## src/rtl/gol_pkg.sv

```systemverilog
// Shared types and constants for the Game-of-Life board engine.
package gol_pkg;

  // Engine operating modes.
  typedef enum logic [2:0] {
    ST_IDLE   = 3'd0,
    ST_LOAD   = 3'd1,
    ST_STEP   = 3'd2,
    ST_COMMIT = 3'd3,
    ST_READ   = 3'd4
  } state_e;

  // B3/S23 rule thresholds on the live-neighbour count.
  localparam logic [3:0] BIRTH_COUNT   = 4'd3;
  localparam logic [3:0] SURVIVE_COUNT = 4'd2;

  // Bits needed to address every cell of a w x h board.
  function automatic int unsigned idx_width(input int unsigned w, input int unsigned h);
    return $unsigned($clog2(w * h));
  endfunction

endpackage

```

## src/rtl/gol_cell_rule.sv

```systemverilog
// Combinational B3/S23 next-state for one cell given its eight neighbours.
module gol_cell_rule (
  input  logic       alive_i,
  input  logic [7:0] nbr_i,
  output logic       next_c
);
  import gol_pkg::*;

  logic [3:0] count;

  // Population count of the neighbourhood, then apply birth/survival.
  always_comb begin
    count = 4'd0;
    for (int k = 0; k < 8; k++) begin
      count = count + 4'(nbr_i[k]);
    end
    next_c = (count == BIRTH_COUNT) | (alive_i & (count == SURVIVE_COUNT));
  end

endmodule

```

## src/rtl/gol_board_stepper.sv

```systemverilog
// Toroidal Game-of-Life board: serial load, one-cell-per-cycle step into a
// shadow board with a single commit, and valid/ready raster readout.
module gol_board_stepper #(
  parameter int unsigned WIDTH  = 8,
  parameter int unsigned HEIGHT = 8
) (
  input  logic        clk,
  input  logic        rst,
  input  logic        load_start,
  input  logic        load_valid,
  input  logic        load_data,
  output logic        load_ready,
  input  logic        step_start,
  input  logic        read_start,
  output logic        rd_valid,
  output logic        rd_data,
  output logic        rd_last,
  input  logic        rd_ready,
  output logic        busy,
  output logic [15:0] generation,
  output logic        step_done
);
  import gol_pkg::*;

  localparam int unsigned N  = WIDTH * HEIGHT;
  localparam int unsigned IW = idx_width(WIDTH, HEIGHT);
  localparam int unsigned RW = $clog2(HEIGHT);
  localparam int unsigned CW = $clog2(WIDTH);

  state_e                         state_q, state_d;
  logic [IW-1:0]                  idx_q, idx_d;
  logic [RW-1:0]                  row_q, row_d;
  logic [CW-1:0]                  col_q, col_d;
  logic [N-1:0]                   board_q, board_d;
  logic [HEIGHT-1:0][WIDTH-1:0]   shadow_q, shadow_d;
  logic [15:0]                    gen_q, gen_d;
  logic                           load_ready_q, load_ready_d;
  logic                           rd_valid_q, rd_valid_d;
  logic                           rd_data_q, rd_data_d;
  logic                           rd_last_q, rd_last_d;
  logic                           busy_q, busy_d;
  logic                           step_done_q, step_done_d;

  logic [HEIGHT-1:0][WIDTH-1:0]   board_rc;
  logic [RW-1:0]                  row_m1, row_p1;
  logic [CW-1:0]                  col_m1, col_p1;
  logic [7:0]                     nbr;
  logic                           next_cell;

  assign board_rc = board_q;

  // Wrapped neighbour coordinates of the cell under the scan.
  always_comb begin
    row_m1 = (row_q == '0) ? RW'(HEIGHT - 1) : row_q - RW'(1);
    row_p1 = (row_q == RW'(HEIGHT - 1)) ? '0 : row_q + RW'(1);
    col_m1 = (col_q == '0) ? CW'(WIDTH - 1) : col_q - CW'(1);
    col_p1 = (col_q == CW'(WIDTH - 1)) ? '0 : col_q + CW'(1);
    nbr    = {board_rc[row_m1][col_m1], board_rc[row_m1][col_q], board_rc[row_m1][col_p1],
              board_rc[row_q][col_m1],                           board_rc[row_q][col_p1],
              board_rc[row_p1][col_m1], board_rc[row_p1][col_q], board_rc[row_p1][col_p1]};
  end

  gol_cell_rule u_rule (
    .alive_i (board_rc[row_q][col_q]),
    .nbr_i   (nbr),
    .next_c  (next_cell)
  );

  // Mode sequencing, board/shadow updates and registered output preparation.
  always_comb begin
    state_d   = state_q;
    idx_d     = idx_q;
    row_d     = row_q;
    col_d     = col_q;
    board_d   = board_q;
    shadow_d  = shadow_q;
    gen_d     = gen_q;
    rd_valid_d = rd_valid_q;
    rd_data_d  = rd_data_q;
    rd_last_d  = rd_last_q;

    case (state_q)
      ST_IDLE: begin
        if (load_start) begin
          state_d = ST_LOAD;
          idx_d   = '0;
        end else if (step_start) begin
          state_d = ST_STEP;
          row_d   = '0;
          col_d   = '0;
        end else if (read_start) begin
          state_d    = ST_READ;
          idx_d      = '0;
          rd_valid_d = 1'b1;
          rd_data_d  = board_q[0];
          rd_last_d  = 1'b0;
        end
      end
      ST_LOAD: begin
        if (load_valid && load_ready_q) begin
          board_d[idx_q] = load_data;
          if (idx_q == IW'(N - 1)) begin
            state_d = ST_IDLE;
            gen_d   = '0;
          end else begin
            idx_d = idx_q + IW'(1);
          end
        end
      end
      ST_STEP: begin
        shadow_d[row_q][col_q] = next_cell;
        if (col_q == CW'(WIDTH - 1)) begin
          col_d = '0;
          if (row_q == RW'(HEIGHT - 1)) begin
            row_d   = '0;
            state_d = ST_COMMIT;
          end else begin
            row_d = row_q + RW'(1);
          end
        end else begin
          col_d = col_q + CW'(1);
        end
      end
      ST_COMMIT: begin
        board_d = shadow_q;
        gen_d   = gen_q + 16'd1;
        state_d = ST_IDLE;
      end
      ST_READ: begin
        if (rd_valid_q && rd_ready) begin
          if (rd_last_q) begin
            state_d    = ST_IDLE;
            rd_valid_d = 1'b0;
            rd_last_d  = 1'b0;
          end else begin
            idx_d     = idx_q + IW'(1);
            rd_data_d = board_q[idx_d];
            rd_last_d = (idx_d == IW'(N - 1));
          end
        end
      end
      default: state_d = ST_IDLE;
    endcase

    load_ready_d = (state_d == ST_LOAD);
    busy_d       = (state_d != ST_IDLE);
    step_done_d  = (state_q == ST_COMMIT);
  end

  // State and datapath registers with synchronous reset.
  always_ff @(posedge clk) begin
    if (rst) begin
      state_q      <= ST_IDLE;
      idx_q        <= '0;
      row_q        <= '0;
      col_q        <= '0;
      board_q      <= '0;
      shadow_q     <= '0;
      gen_q        <= '0;
      load_ready_q <= 1'b0;
      rd_valid_q   <= 1'b0;
      rd_data_q    <= 1'b0;
      rd_last_q    <= 1'b0;
      busy_q       <= 1'b0;
      step_done_q  <= 1'b0;
    end else begin
      state_q      <= state_d;
      idx_q        <= idx_d;
      row_q        <= row_d;
      col_q        <= col_d;
      board_q      <= board_d;
      shadow_q     <= shadow_d;
      gen_q        <= gen_d;
      load_ready_q <= load_ready_d;
      rd_valid_q   <= rd_valid_d;
      rd_data_q    <= rd_data_d;
      rd_last_q    <= rd_last_d;
      busy_q       <= busy_d;
      step_done_q  <= step_done_d;
    end
  end

  assign load_ready = load_ready_q;
  assign rd_valid   = rd_valid_q;
  assign rd_data    = rd_data_q;
  assign rd_last    = rd_last_q;
  assign busy       = busy_q;
  assign generation = gen_q;
  assign step_done  = step_done_q;

endmodule

```

## config.mk

```make
export PLATFORM = sky130hd
export DESIGN_NAME = gol_board_stepper
export DESIGN_NICKNAME = d
export VERILOG_FILES = /design/src/rtl/gol_pkg.sv /design/src/rtl/gol_cell_rule.sv /design/src/rtl/gol_board_stepper.sv
export SDC_FILE = /design/constraint.sdc
export NUM_CORES = 1
export LEC_CHECK = 0
export BUFFER_PORTS_ARGS = -buffer_cell sky130_fd_sc_hd__buf_2
export CAP_MARGIN = 15
export CORE_MARGIN = 2
export CORE_UTILIZATION = 47
export DETAILED_ROUTE_END_ITERATION = 7
export PLACE_DENSITY = 0.69
export REMOVE_ABC_BUFFERS = 1
export SLEW_MARGIN = 20
export SYNTH_ARGS = -nofsm -noshare
export SYNTH_HDL_FRONTEND = slang
export SYNTH_SLANG_ARGS = --single-unit
export TNS_END_PERCENT = 100
```

## constraint.sdc

```tcl
create_clock -name clk -period 16.2 [get_ports clk]
set_input_delay 3.24 -clock clk [delete_from_list [all_inputs] [get_ports clk]]
set_output_delay 3.24 -clock clk [all_outputs]
set_load 0.01 [all_outputs]
```

==> results of run 1 <==
-- kinds of logic (layout without fill, tap and decap cells) --
group           Yosys count  after routing  share of synthesized area
buf+inv                 139            106                    0.05579
compound gates          361            361                     0.2046
flops                   165            165                     0.3031
fa+ha+maj                18             18                    0.02342
mux                     120            120                     0.1591
xor+xnor                 16             16                    0.01355
simple gates            531            531                     0.2405
-- area by class of cell --
| type | count | share of cell area |
|---|---|---|
| multi-input combinational | 1046 | 0.6024 |
| sequential | 165 | 0.2837 |
| clock buffer | 17 | 0.03650 |
| tap | 285 | 0.03060 |
| timing repair buffer | 52 | 0.02749 |
| clock inverter | 15 | 0.01224 |
| inverter | 22 | 0.007086 |
-- per-layer routing --
| layer | GRT usage | share of wire | up-vias |
|---|---|---|---|
| li1 | - | - | 4837 |
| met1 | 0.4222 | 0.43 | 5007 |
| met2 | 0.4393 | 0.43 | 603 |
| met3 | 0.05372 | 0.098 | 115 |
| met4 | 0.1394 | 0.048 | 2 |
| met5 | 0 | 0.00019 | - |
-- worst max-delay path by stage --
stage | from | endpoint | slack [ns] | cells past startpoint
3_5_place_dp | row_q[0] | shadow_q[29] | 8.45 | 21
3_3_place_gp | row_q[0] | shadow_q[19] | 8.61 | 21
5_1_grt | row_q[0] | shadow_q[19] | 7.91 | 23
6_report | row_q[0] | shadow_q[19] | 8.50 | 23
2_1_floorplan | row_q[0] | shadow_q[11] | 6.31 | 19
4_1_cts | row_q[0] | shadow_q[19] | 8.41 | 21
-- power groups by stage --
stage                     Combinational [uW]  Sequential, uW  Clock [uW]
after floorplan                         56.3             428           0
after global placement                  96.1             428           0
after detailed placement                97.2             428           0
after CTS                               98.0             419         406
after global routing                     108             419         423
final                                   99.3             419         404
-- critical path, delay by kind of cell, from the launching register on --
kind | cells | cell delay, ns
flops | 1 | 0.31
compound gates | 7 | 1.52
buf+inv | 6 | 1.68
fa+ha+maj | 6 | 2.32
simple gates | 3 | 1.06
mux | 1 | 0.64
-- layout by cell type (no fill, tap or decap), types with 14 or more instances in the layout --
cell / synthesis / final
mux2i_1: 63 / 63
mux2_2: 15 / 15
clkbuf_16: 0 / 17
nor3_1: 27 / 26
nor2_1: 187 / 185
or3_1: 14 / 14
mux4_2: 41 / 41
dfxtp_1: 165 / 163
o21ai_1: 39 / 38
nand2_1: 108 / 108
inv_1: 20 / 20
buf_2: 14 / 28
o21ai_0: 55 / 55
a211oi_1: 65 / 65
nand3_1: 54 / 54
buf_4: 2 / 24
a21oi_1: 120 / 120
ha_1: 14 / 14
nand3b_1: 65 / 65
-- registers in the layout (all words and copies together), names as in the netlist --
name,flops
board_q,64
step_done,1
load_ready,1
rd_valid,1
col_q,3
generation,16
shadow_q,64
rd_data,1
idx_q,6
rd_last,1
busy,1
row_q,3
state_q,3
-- synthesized netlist by cell type, drive strengths merged, types with 5 or more instances --
library cell  number  area, um2
mux2              16      180.2
clkbuf            88      330.3
a31oi              9      56.30
a211oi            65      488.0
mux2i             63      630.6
a22oi             10      75.07
ha                14      175.2
o22a               5      43.79
xor2              12      112.6
nand4             10      62.56
and2              12      75.07
inv               21      78.82
o21ai             94      470.5
a21oi            120      600.6
dfxtp            165       3303
nand3             54      270.3
mux4              41      923.4
nor2             189      728.2
or3               14      87.58
buf               29      195.2
and3               9      56.30
nor2b              9      56.30
nand2            109      416.7
o221ai            10      87.58
a2bb2oi            5      43.79
nand3b            65      488.0
nor3              28      145.1
nand2b            12      77.58
-- per-stage QoR --
| step | power (uW) | setup WS (ns) | utilization | cells |
|---|---|---|---|---|
| 2_1_floorplan | 484.1 | 6.305 | - | 1233 |
| 3_3_place_gp | 524.2 | 8.613 | 0.4877 | 1570 |
| 3_5_place_dp | 525.2 | 8.448 | 0.4877 | 1570 |
| 4_1_cts | 923.0 | 8.412 | 0.5127 | 1602 |
| 5_1_grt | 950.2 | 7.907 | 0.5132 | 1602 |
| 6_report | 922.8 | 8.504 | 0.5132 | 1602 |
==> out/qor.csv, run 1 <==
metric;value;unit
synth_flop_cell;dfxtp_1;
hold_slack;0.4787;ns
hold_viol;0;
track_usage;0.2979;
p_leak;0.003842;uW
wl;36240;um
switching_share;0.2874;
fillCellCount;2183;
clock_path_buffers;2;
slew_viol_final;0;
critPathSlowestCell;nor2b_1;
finalNetCount;1330;
worstPathArrival;8.06;ns
worstReg2RegStart;row_q[0];
slew_headroom;0.2265;
fin_crit_sh;0.4751;
antenna_cells;0;
cts_buffers;17;
p_seq_frac;0.454;
num_rows;55;
dp_hpwl;24820;um
clk-insertion-delay-late;0.45;ns
synth-seq-cells;165;
yosys_warnings;0;
internal_power;657.6;uW
cts_sinks;165;
cp_slowest_stage_delay;0.77;ns
worstSetupPathType;reg2reg;
port_buffers;29;
drc;0;
rr_worst_depth;23;
hold_depth;2;
fin_skew;0.01145;ns
syn_inst;1350;
cp_max_fo;56;
synth_area;10900;um2
setup_viol;0;
drt-pass1-iter-count;8;
post_cts_buffers;0;
area_delta_synth_final;6.922;%
power_switching;265.2;uW
drtAntennaViolNets;0;
max_freq;129.9;MHz
root_buffer;clkbuf_16;
hold_path_startpoint;shadow_q[56];
die_w;156.3;um
io_pins;30;
final_area;11650;um2
synth_edf_count;0;
chipHeight;156.3;um
hold_class;reg2reg;
vdd_drop_max;0.06053;mV
num_vias;10560;
antenna_found_initial;1;
overflow;0;
avgSynthCellArea;8.073;um2
cts_tree;yes;
synth_async_sr_flop_share;0;
htree_levels;4;
register_area;3306;um2
combinationalPowerShare;0.108;
synth_cell_type_count;76;
crit_chain;buf_4, inv_1, ha_1, nor2b_1, mux4_2, and2_1, a211oi_1, a311oi_1, a21oi_1, ha_1, inv_1, fa_1, fa_1, inv_1, fa_1, inv_1, fa_1, a2111oi_0, a21oi_1, nor3_2, buf_4, o21ai_4, o21ai_0;
wl_per_cell;22.62;um
drt-vias-per-instance;6.594;
ctsResizeCount;0;
holdBufCountCts;0;
worst_r2r_endpoint;shadow_q[19];
hold_path_end;shadow_q[56];
end_kind;flip-flop;
grt_pass1_vias;9390;
fin_crit;7.696;ns
final_layout_size_suffix_gt1_frac;0.1200;
power_frac_clock;0.438;
r2r_setup_slack;8.50;ns
core;22710;um2
tns;0;ns
dieArea;24420;um2
clkTransAtPathRegs;0.07;ns
status;finished clean;
grt_max_degree;79;
start_util;0.4799;
start_kind;flip-flop;
worst_ep_required_time;16.56;ns
grt_pass1_wl;56030;um
gp_congestion;1.084;
multi_input_area;7020;um2
drtIter0Drc;1414;
worstMarginPinSlew;1.156;ns
placed_area;11080;um2
rsz0062_at_grt;false;
powerDensity;79.18;nW/um2
cap_violations;0;
synth-seq-area-share;0.3031;
No activity file was read; power rests on OpenSTA's default activity.
==> run 2: changes to the inputs <==
clock period = 7.85 ns   (was 16.2 ns; I/O delays follow)
==> run 2 against run 1 <==
Effect of this change:
- power grew 110%
- sequential share of layout area decreased by 0.064 points
- die area unchanged
- worst setup slack lost 6.9 ns
- first-iteration DRC count grew 1.8%
- cell area increased by 0.23%
- fmax grew 22%
- largest cell class unchanged
- worst hold slack barely moved
- sequential power rose by 110%
- highest routed layer is now met4
- global-route usage rose by 0.48 points
- non-clock buffer count is 3 higher
- count of clock-buffer cells in the layout unchanged
- critical path type unchanged
==> out/qor.csv, run 2 (synthesis gave the netlist of run 1 again) <==
metric;value;unit;change
hold_class;reg2reg;;
layout_commonest_cell;nor2_1;;
root_buffer;clkbuf_16;;
cp_slowest_stage_delay;0.56;ns;-0.21 ns
die_w;156.3;um;unchanged
max_freq;159.1;MHz;+22%
chipHeight;156.3;um;unchanged
dp_hpwl;25160;um;+1.4%
drc;0;;unchanged
port_buffers;29;;unchanged
fin_crit_sh;0.8007;;+0.3256
track_usage;0.3027;;+0.004767
gp_congestion;0.9660;;-11%
antenna_found_initial;0;;-1
worstSetupPathType;reg2reg;;
grt_max_degree;63;;-20%
post_cts_buffers;0;;unchanged
p_leak;0.003849;uW;+0.19%
clkTransAtPathRegs;0.07;ns;about the same
fin_skew;0.01530;ns;+0.003852 ns
start_kind;flip-flop;;
register_area;3306;um2;unchanged
setup_viol;0;;unchanged
multi_input_area;7023;um2;about the same
layout_common_cells;nor2_1, dfxtp_1, a21oi_1;;
layout.cells.non_filler;1605;;+0.19%
core;22710;um2;unchanged
finalNetCount;1333;;+0.23%
vdd_drop_max;0.1188;mV;+96%
start_util;0.4799;;unchanged
holdBufCountCts;0;;unchanged
area_delta_synth_final;7.164;%;
drt-pass1-iter-count;7;;-1
critPathSlowestCell;mux4_2;;
overflow;0;;unchanged
drt-vias-per-instance;6.506;;-1.3%
slew_headroom;0.2593;;+0.03280
io_pins;30;;unchanged
tns;0;ns;unchanged
antenna_cells;0;;unchanged
ctsResizeCount;0;;unchanged
cts_buffers;17;;unchanged
final_area;11680;um2;+0.23%
rsz0062_at_grt;false;;
clk-insertion-delay-late;0.44;ns;about the same
final_layout_size_suffix_gt1_frac;0.1227;;+0.002758
num_rows;55;;unchanged
status;finished clean;;
clock_path_buffers;2;;unchanged
hold_viol;0;;unchanged
place_inst;1573;;+0.19%
slew_viol_final;0;;unchanged
cts_sinks;165;;unchanged
htree_levels;4;;unchanged
fin_util;0.5143;;+0.001157
cp_num_buf_inv;6;;unchanged
powerDensity;163.1;nW/um2;+110%
end_kind;flip-flop;;
cts_tree;yes;;
drtAntennaViolNets;0;;unchanged
fillCellCount;2157;;-1.2%
wl;36750;um;+1.4%
drtIter0Drc;1440;;+1.8%
worstPathArrival;6.65;ns;-1.41 ns
fin_crit;6.286;ns;-1.411 ns
wl_per_cell;22.90;um;+1.2%
placed_area;11110;um2;+0.27%
grt_pass1_vias;9416;;+0.28%
num_vias;10440;;-1.2%
worstMarginPinSlew;1.107;ns;-0.04901 ns
grt_pass1_wl;56680;um;+1.1%
crit_chain;inv_1, ha_1, nor2b_1, buf_4, mux4_2, mux4_2, a21oi_1, ha_1, inv_1, fa_1, fa_1, inv_1, fa_1, inv_1, fa_1, a2111oi_0, a21oi_1, nor3_2, buf_4, nand3_1, o21ai_1;;
critical_path.top_delay_family;adder cells;;
cap_violations;0;;unchanged
cp_max_fo;32;;-43%
worst_ep_required_time;8.21;ns;-8.35 ns
dieArea;24420;um2;unchanged
[run 2: cell count changes in the layout (fill, tap and decap cells not counted)]
cell	delta
buf_4	+3
nor2_2	+1
clkinv_4	-2
nor2_1	-1
clkinv_2	-1
clkinvlp_4	+2
inv_6	+1
[run 2: tightest hold or removal path, stage by stage (launching register included)]
cell	delay [ns]
dfxtp_1	0.31
nand3b_1	0.07
o21ai_1	0.05
[run 2: path summary, 6_finish.rpt]
path | start | to | slack, ns | cells after the start
max | row_q[0] | shadow_q[44] | 1.56 | 21
min reg2reg | shadow_q[48] | shadow_q[48] | 0.48 | 2
max reg2reg | row_q[0] | shadow_q[44] | 1.56 | 21
min | shadow_q[48] | shadow_q[48] | 0.48 | 2
[run 2: cell type report]
class                      instances  share of cell area
tap                              285             0.03053
multi-input combinational       1046              0.6013
inverter                          22            0.007070
clock inverter                    15             0.01232
sequential                       165              0.2830
timing repair buffer              55             0.02935
clock buffer                      17             0.03642
[run 2: routing by layer]
metal / vias to the layer above / GRT usage / routed length, um
met4: 0 / 0.1245 / 1505
met1: 4883 / 0.4142 / 15280
li1: 4847 / - / -
met2: 611 / 0.4544 / 15920
met5: - / 0 / 0
met3: 101 / 0.07809 / 4042
[run 2: where the power goes]
part	internal [uW]	switching [uW]	leakage [uW]
Clock	446	392	0.000279
Sequential	847	19.9	0.00133
Combinational	64.7	136	0.00224
Total	1360	547	0.00385
[run 2: through the flow]
stage          hold slack [ns]  total power (uW)  setup WS, ns
6_report                0.4789              1905         1.564
5_1_grt                 0.4966              1961         1.077
2_1_floorplan           0.4526             998.9        -2.045
3_3_place_gp            0.4649              1081         1.559
4_1_cts                 0.4792              1904         1.569
3_5_place_dp            0.4665              1081         1.590
==> run 3: changes to the inputs <==
PLACE_DENSITY = 0.71   (was 0.69)
clock period = 5.75 ns   (was 7.85 ns; I/O delays follow)
==> run 3 against run 2 <==
Effect of this change:
- cell area is 4.8% higher
- cell count increased by 3.2%
- clock power up 41%
- fmax rose by 14%
- via count grew 5.1%
- clock skew fell by 0.0029 ns
- critical path depth is 2 higher
- sequential cell count stayed put
- register-to-register slack lost 1.3 ns
- core utilization up 2.5 points
- non-clock buffer count grew 51
- critical path type unchanged
- largest cell class unchanged
==> out/qor.csv, run 3 (synthesis gave the netlist of run 1 again) <==
metric;value;unit;change
rsz0062_at_grt;false;;
final_area;12240;um2;+4.8%
wl;37720;um;+2.6%
vdd_drop_max;0.1721;mV;+45%
grt_pass1_wl;58170;um;+2.6%
power_switching;749.3;uW;+37%
end_kind;flip-flop;;
p_leak;0.004159;uW;+8.1%
track_usage;0.3078;;+0.005090
dp_hpwl;26340;um;+4.7%
clkTransAtPathRegs;0.07;ns;about the same
powerDensity;217.8;nW/um2;+34%
worstMarginPinSlew;1.097;ns;-0.009544 ns
worst_ep_required_time;6.11;ns;-2.10 ns
chipHeight;156.3;um;unchanged
rr_worst_depth;23;;+9.5%
cap_violations;0;;unchanged
grt_max_degree;65;;+3.2%
power_frac_clock;0.444;;+0.004
cp_slowest_stage_delay;0.52;ns;-0.04 ns
worstPathArrival;5.85;ns;-0.80 ns
worstReg2RegStart;row_q[0];;
num_vias;10980;;+5.1%
port_buffers;29;;unchanged
crit_chain;ha_1, ha_4, nor2_8, buf_12, mux2i_1, mux4_2, mux4_2, a21oi_2, ha_1, inv_1, fa_1, fa_1, inv_1, fa_2, inv_1, fa_2, a2111oi_4, a21oi_1, nor3_2, buf_4, o21ai_2, buf_12, o21ai_0;;
drc;0;;unchanged
gp_congestion;1.087;;+13%
holdBufCountCts;0;;unchanged
final_layout_size_suffix_gt1_frac;0.1605;;+0.03774
cts_buffers;17;;unchanged
r2r_setup_slack;0.26;ns;-1.31 ns
finalNetCount;1384;;+3.8%
internal_power;1917;uW;+41%
fin_crit_sh;0.9552;;+0.1545
start_kind;flip-flop;;
dp_slack;0.1774;ns;-1.413 ns
start_util;0.4799;;unchanged
grt_pass1_vias;9838;;+4.5%
cp_max_fo;32;;unchanged
cp-endpoint;shadow_q[17];;
combinationalPowerShare;0.115;;+0.010
startpoint;row_q[0];;
dieArea;24420;um2;unchanged
clock_path_buffers;2;;unchanged
worst_slack;0.2577;ns;-1.307 ns
fillCellCount;2110;;-2.2%
layout_common_cells;nor2_1, dfxtp_1, a21oi_1;;
hold_class;reg2reg;;
power;2666;uW;+40%
p_seq_frac;0.441;;-0.014
hold_path_startpoint;shadow_q[38];;
placed_area;11550;um2;+4.0%
slew_headroom;0.2657;;+0.006386
status;finished clean;;
worstSetupPathType;reg2reg;;
switching_share;0.2810;;-0.006372
setup_viol;0;;unchanged
die_w;156.3;um;unchanged
io_pins;30;;unchanged
htree_levels;4;;unchanged
root_buffer;clkbuf_16;;
slew_viol_final;0;;unchanged
antenna_found_initial;1;;+1
critPathSlowestCell;mux4_2;;
drt-vias-per-instance;6.626;;+1.8%
fin_skew;0.01242;ns;-0.002887 ns
wl_per_cell;22.77;um;-0.57%
worst_r2r_endpoint;shadow_q[17];;
clk-insertion-delay-late;0.44;ns;about the same
max_freq;182.1;MHz;+14%
core;22710;um2;unchanged
drtIter0Drc;1711;;+19%
cts_tree;yes;;
hold_slack;0.4808;ns;+0.001971 ns
cts_sinks;165;;unchanged
drt-pass1-iter-count;6;;-1
cpMostUsedCell;inv_1;;
drtAntennaViolNets;0;;unchanged
num_rows;55;;unchanged
hold_viol;0;;unchanged
area_delta_synth_final;12.29;%;
fin_crit;5.492;ns;-0.7934 ns
overflow;0;;unchanged
layout_commonest_cell;nor2_1;;
## run 3: timing repair
| action | CTS | global route |
|---|---|---|
| endpoints found under the setup margin | 0 | 64 |
| setup buffers | 0 | 1 |
| resized for setup | 0 | 19 |
## run 3: layout make-up
type	instances	area (um2)	share of cell area
Timing Repair Buffer	106	818.3	0.06686
Antenna cell	1	2.502	0.0002045
Clock inverter	15	171.4	0.01401
Inverter	22	82.58	0.006747
Sequential cell	165	3306	0.2701
Multi-Input combinational cell	1046	7077	0.5782
Clock buffer	17	425.4	0.03476
Tap cell	285	356.6	0.02914
## run 3: power groups by stage
stage | registers, uW | logic [uW] | clock network (uW)
after floorplan | 1210 | 159 | 0
after global placement | 1200 | 295 | 0
after detailed placement | 1200 | 294 | 0
after CTS | 1170 | 296 | 1180
after global routing | 1180 | 331 | 1230
final | 1180 | 307 | 1180
## run 3: critical path: cells and delay by family (launching register included)
kind / cells / cell delay [ns]
simple gates: 2 / 0.20
mux: 3 / 1.11
compound gates: 5 / 0.82
buf+inv: 6 / 0.76
flops: 1 / 0.35
fa+ha+maj: 7 / 2.15
## run 3: how the worst min path moves through the flow
| stage | endpoint | slack [ns] | cells past startpoint |
|---|---|---|---|
| after CTS | shadow_q[43] | 0.48 | 2 |
| after detailed placement | shadow_q[44] | 0.47 | 2 |
| after global placement | shadow_q[42] | 0.46 | 2 |
| final | shadow_q[38] | 0.48 | 2 |
| after floorplan | shadow_q[0] | 0.45 | 2 |
| after global routing | shadow_q[32] | 0.51 | 2 |
## run 3: stage by stage
stage          instances  setup TNS [ns]    util
4_1_cts             1654               0  0.5349
6_report            1657               0  0.5390
5_1_grt             1657               0  0.5390
2_1_floorplan       1233         -233.44       -
3_3_place_gp        1622               0  0.5087
3_5_place_dp        1622               0  0.5087
## run 3: routing by layer
metal / global-route usage / routed length, um
met1: 0.4304 / 15690
met2: 0.4519 / 15940
met3: 0.05594 / 4003
met4: 0.1621 / 2089
met5: 0 / 0
